[src/rtl/fasm_reg_bank.sv]
// ---------------------------------------------------------------------------
// fasm_reg_bank
//
// Small parameterised control/status register bank. Each register is one of
// four kinds, chosen per register by the mask parameters:
//   RO    - samples hw_in every cycle and ignores writes (a write is an error)
//   W1C   - sticky bits set by hw_set, cleared by writing ones
//   PULSE - holds written data for one cycle, then returns to zero
//   RW    - plain read/write storage
// If masks overlap, the priority is RO > W1C > PULSE > RW.
//
// Reads are registered: re in cycle N gives rd_valid and dout in cycle N+1.
// dout shows the value the register had in cycle N. A read and a write can
// happen in the same cycle, and the bank never stalls.
//
// Ports
//   clk       in   single rising-edge clock
//   reset_n   in   asynchronous active-low reset
//   we        in   write strobe
//   adr_wr    in   write address (DATA_WIDTH)
//   din       in   write data (DATA_WIDTH)
//   re        in   read strobe
//   adr_rd    in   read address (DATA_WIDTH)
//   dout      out  registered read data; holds while rd_valid is low
//   rd_valid  out  one-cycle pulse marking dout as fresh
//   wr_err    out  one-cycle pulse after an out-of-range or read-only write
//   hw_in     in   per-register values for RO registers, slice i at
//                  [i*DATA_WIDTH +: DATA_WIDTH]
//   hw_set    in   per-bit set events for W1C registers, same slicing
//   regs_out  out  live contents of every register, same slicing
// ---------------------------------------------------------------------------
module fasm_reg_bank #(
    parameter int                  DATA_WIDTH = 8,
    parameter int                  NUM_REGS   = 4,
    parameter int                  BASE_ADDR  = 0,
    parameter logic [NUM_REGS-1:0] RO_MASK    = '0,
    parameter logic [NUM_REGS-1:0] W1C_MASK   = '0,
    parameter logic [NUM_REGS-1:0] PULSE_MASK = '0
) (
    input  logic                           clk,
    input  logic                           reset_n,
    input  logic                           we,
    input  logic [DATA_WIDTH-1:0]          adr_wr,
    input  logic [DATA_WIDTH-1:0]          din,
    input  logic                           re,
    input  logic [DATA_WIDTH-1:0]          adr_rd,
    output logic [DATA_WIDTH-1:0]          dout,
    output logic                           rd_valid,
    output logic                           wr_err,
    input  logic [NUM_REGS*DATA_WIDTH-1:0] hw_in,
    input  logic [NUM_REGS*DATA_WIDTH-1:0] hw_set,
    output logic [NUM_REGS*DATA_WIDTH-1:0] regs_out
);

    // Address arithmetic runs one bit wider than both the address and the
    // integer base. This way an address below the base, or a base near the
    // top of the address space, can never wrap around to a valid index.
    localparam int AW = ((DATA_WIDTH > 32) ? DATA_WIDTH : 32) + 1;

    logic [AW-1:0]         base_ext;
    logic [AW-1:0]         wr_ext;
    logic [AW-1:0]         rd_ext;
    logic [AW-1:0]         wr_off;
    logic [AW-1:0]         rd_off;
    logic                  wr_ge;
    logic                  rd_ge;
    logic [NUM_REGS-1:0]   wr_sel;
    logic [NUM_REGS-1:0]   rd_sel;
    logic                  wr_hit;
    logic                  wr_ro;
    logic [DATA_WIDTH-1:0] rd_data;
    logic [DATA_WIDTH-1:0] reg_q [NUM_REGS];
    logic [DATA_WIDTH-1:0] reg_d [NUM_REGS];

    assign base_ext = AW'(BASE_ADDR);
    assign wr_ext   = AW'(adr_wr);
    assign rd_ext   = AW'(adr_rd);
    assign wr_ge    = (wr_ext >= base_ext);
    assign rd_ge    = (rd_ext >= base_ext);
    assign wr_off   = wr_ext - base_ext;
    assign rd_off   = rd_ext - base_ext;

    // One-hot register select for each port. An address outside the bank
    // selects nothing.
    always_comb begin
        wr_sel = '0;
        rd_sel = '0;
        for (int i = 0; i < NUM_REGS; i++) begin
            wr_sel[i] = we && wr_ge && (wr_off == AW'(i));
            rd_sel[i] = rd_ge && (rd_off == AW'(i));
        end
    end

    assign wr_hit = |wr_sel;
    assign wr_ro  = |(wr_sel & RO_MASK);

    // Next value of each register, by mode. In W1C mode the set term is
    // ORed in after the clear, so a set wins over a clear on the same bit.
    always_comb begin
        for (int i = 0; i < NUM_REGS; i++) begin
            if (RO_MASK[i]) begin
                reg_d[i] = hw_in[i*DATA_WIDTH +: DATA_WIDTH];
            end else if (W1C_MASK[i]) begin
                reg_d[i] = (reg_q[i] & ~(wr_sel[i] ? din : '0))
                         | hw_set[i*DATA_WIDTH +: DATA_WIDTH];
            end else if (PULSE_MASK[i]) begin
                reg_d[i] = wr_sel[i] ? din : '0;
            end else begin
                reg_d[i] = wr_sel[i] ? din : reg_q[i];
            end
        end
    end

    // Read mux. It uses the current register value, so a write to the same
    // register in the same cycle is not seen by this read. An out-of-range
    // read returns zero.
    always_comb begin
        rd_data = '0;
        for (int i = 0; i < NUM_REGS; i++) begin
            if (rd_sel[i]) begin
                rd_data = reg_q[i];
            end
        end
    end

    // State and registered outputs. Reset clears everything at once,
    // including any read response still in flight and any PULSE value.
    always_ff @(posedge clk or negedge reset_n) begin
        if (!reset_n) begin
            for (int i = 0; i < NUM_REGS; i++) begin
                reg_q[i] <= '0;
            end
            dout     <= '0;
            rd_valid <= 1'b0;
            wr_err   <= 1'b0;
        end else begin
            for (int i = 0; i < NUM_REGS; i++) begin
                reg_q[i] <= reg_d[i];
            end
            rd_valid <= re;
            if (re) begin
                dout <= rd_data;
            end
            wr_err <= (we && !wr_hit) || wr_ro;
        end
    end

    always_comb begin
        for (int i = 0; i < NUM_REGS; i++) begin
            regs_out[i*DATA_WIDTH +: DATA_WIDTH] = reg_q[i];
        end
    end

endmodule
[config.mk]
export PLATFORM = sky130hd
export DESIGN_NAME = fasm_reg_bank
export DESIGN_NICKNAME = d
export VERILOG_FILES = /design/src/rtl/fasm_reg_bank.sv
export SDC_FILE = /design/constraint.sdc
export NUM_CORES = 1
export LEC_CHECK = 0
export ABC_AREA = 1
export BUFFER_PORTS_ARGS = -buffer_cell sky130_fd_sc_hd__buf_2
export CORE_MARGIN = 4
export CORE_UTILIZATION = 47
export CTS_BUF_LIST = sky130_fd_sc_hd__clkbuf_4
export CTS_CLUSTER_SIZE = 24
export DETAILED_ROUTE_END_ITERATION = 8
export HOLD_SLACK_MARGIN = 0.02
export MAX_ROUTING_LAYER = met4
export PLACE_DENSITY_LB_ADDON = 0.08
export SYNTH_ARGS = -nofsm -noshare
export SYNTH_HDL_FRONTEND = slang
export SYNTH_SLANG_ARGS = --single-unit
[constraint.sdc]
create_clock -name clk -period 1.3 [get_ports clk]
set_clock_uncertainty 0.05 [all_clocks]
set_input_delay 0.26 -clock clk [delete_from_list [all_inputs] [get_ports clk]]
set_output_delay 0.26 -clock clk [all_outputs]
set_load 0.005 [all_outputs]
==> impl_metrics.toml <==
[critical_path]
worst_path_dominant_cell_family = "flip-flops"
cp_slowest_cell = "dfrtp_1"
startpoint_type = "register"
required_ps = 990
criticalPathCategory = "register to output pin"
crit_path_max_fanout = 3
r2r_slack_ps = 190
reg2reg_depth = 6
end_kind = "output pin"
r2r-start = "regs_out[3]"
path_cells = "buf_2"
cp.arrival_ps = 920
critPathBufInv = 1
r2r_end = "dout[3]"
slowest_delay_ps = 430

[worst_hold_path]
worst_hold_path_type = "primary input to register"
hold_end = "regs_out[8]"
hold_depth = 3
hold_start = "din[0]"

[floorplanning]
core_mm2 = 0.00412
die_h_um = 74.3
rows = 23
start_util_pct = 50.3
die_x_um = 74.3
die_area_mm2 = 0.00553
ios = 134

[logic_synthesis]
avgSynthCellArea_um2 = 7.83
yosys.area.top_type = "dfrtp_1"
synthCells = 264
yosysTopAreaCellShare_pct = 50.8
netlist_area_mm2 = 0.00207
yosys_warnings = 0
ys_ff_latch = 42
synthTopCellsByArea = "dfrtp_1 (51%), nand2_1 (19%), nand3_1 (6.3%)"
yosysSeqAreaShare_pct = 50.8
ys.flop_type = "dfrtp_1"
synth_edf_count = 0
synthDistinctLibCells = 21
synth_fp_nets = 356
async_flop_share_pct = 100

[timing]
maxSlewViolCount = 0
tightest_slew_ps = 521
finalCritPeriodShare_pct = 95.0
finalHoldViolations = 0
period_minus_slack_ps = 1230
relSlewSlack_pct = 65.1
setup_viol = 0
fmax_mhz = 810
rsz0062_at_grt = "no"
layout_setup_ws_ps = 65.1

[layout]
num-fill-cells = 371
stdcell_count = 409
seqCellArea_mm2 = 0.00105
antennaDiodeCount = 0
multiInputGateArea_um2 = 902
nNetsFinal = 450
drive_above_1_share_pct = 31.5
synthToLayoutAreaGrowth_pct = 30.4

[cts]
htreeDepth = 2
clk_path_buf_depth = 2
path_clk_slew_ps = 130
post-cts-setup-buffers = 0
clockRootBuffer = "clkbuf_4"
cts_tree = "yes"
clk_latency_ps = 350
clock-sinks = 42
cts_buffers = 5

[placed_design]
place_congestion = 0.880
dp_cells = 399
hpwl_um = 4240
portBuffers = 69
pre_cts_slack_ps = -255

[pwr]
powerDensity_mw_per_mm2 = 883
power_mw = 2.38
irDropWorstVdd_uv = 602
leakagePower_nw = 1.60

[route]
via_count = 2064
wl_um = 5680
route.detailed.drc = 0
ant_nets = 0
via_per_inst = 5.05
dr.pass1.iters = 4
wire_per_inst_um = 13.9
drtIter0Drc = 131

[global_routing]
grt_util_all_layers_pct = 22.6
antenna_found_initial = 0
grt_pass1_wl_um = 9000
first_global_vias = 1975
overflow = 0
grt_start_max_net_pins = 28

[outcome]
status = "finished clean"

[run]
cap_viol_max_count = 0
per-layer routing:
layer	up-vias	global-route usage [%]	wire length (µm)	part of all wire, %
met2	85	36.5	2720	48
met3	15	3.92	448	7.9
met1	934	28.0	2340	41
met4	0	9.88	166	2.9
met5	-	-	0	0
li1	1030	-	-	-
where the power goes:
part	switching [mW]	internal, mW	total (mW)
Combinational	0.195	0.146	0.341
Clock	0.434	0.201	0.635
Sequential	0.0389	1.37	1.41
Total	0.668	1.71	2.38
registers in the layout (all words and copies together), names as in the netlist:
register / flops
regs_out: 32
dout: 8
rd_valid: 1
wr_err: 1
cell type report:
type	instances	area share (%)
Sequential cell	42	39.0
Multi-Input combinational cell	195	33.5
Timing Repair Buffer	91	20.0
Inverter	23	3.20
Tap cell	50	2.32
Clock buffer	5	1.39
Clock inverter	3	0.603
cells in the mapped netlist, types with 2 or more instances:
cell and number:
buf_6 2, nand2_2 5, o21ai_0 14, inv_1 22
nor4_4 2, nor2_2 2, nand3_1 26, nor2_1 16
nand2_1 104, dfrtp_1 42, a21oi_1 18, o21ai_2 2
layout by cell type (no fill, tap or decap):
cell type      synthesis  layout
inv_2                  1       1
dfrtp_1               42      42
clkinv_2               0       1
nand2_2                5       5
dlygate4sd3_1          0       2
clkbuf_4               0       5
buf_2                  1      69
nor2_4                 1       1
a21oi_1               18      18
inv_1                 22      22
nor2_1                16      15
nor4_4                 2       2
nand3_1               26      26
nor4_1                 1       1
nor3_1                 1       1
o21ai_2                2       2
nor2_2                 2       3
nand2_1              104     104
or2_2                  1       1
clkinvlp_4             0       1
nor3_4                 1       1
o21ai_0               14      14
buf_12                 0       2
nor3_2                 1       1
clkinv_1               0       1
buf_4                  0      18
logic make-up (layout without fill, tap and decap cells):
group           count (synthesis)  after routing  synth area share (%)
compound gates                 34             34                  8.59
buf+inv                        27            122                  5.69
flops                          42             42                  50.8
simple gates                  161            161                  34.9
metrics by stage:
step | setup TNS [ps] | cell area (µm²) | util (%) | hold WS (ps)
after global placement | -1910 | 2620 | 63.7 | 161
final | 0 | 2700 | 65.5 | 96.8
after CTS | 0 | 2690 | 65.5 | 87.5
after detailed placement | -2380 | 2620 | 63.7 | 172
after global routing | 0 | 2700 | 65.5 | 86.9
after floorplan | 0 | 2070 | - | -85.6
worst max-delay path by stage:
stage	slack, ps	end	cells after the start	start
2_1_floorplan	70	regs_out[10]	6	adr_wr[7]
3_3_place_gp	-200	dout[7]	8	adr_rd[7]
3_5_place_dp	-250	dout[3]	8	adr_rd[7]
4_1_cts	50	regs_out[10]	1	regs_out[10]
5_1_grt	3	dout[3]	8	adr_rd[7]
6_report	70	regs_out[20]	1	regs_out[20]
timing repair:
| item | 4_1_cts | 5_1_grt |
|---|---|---|
| endpoints found under the hold margin | 16 | 0 |
| hold buffers | 2 | 0 |
| gates resized for setup | 0 | 1 |
| setup endpoints to repair | 0 | 1 |
No activity file was read; power rests on OpenSTA's default activity.
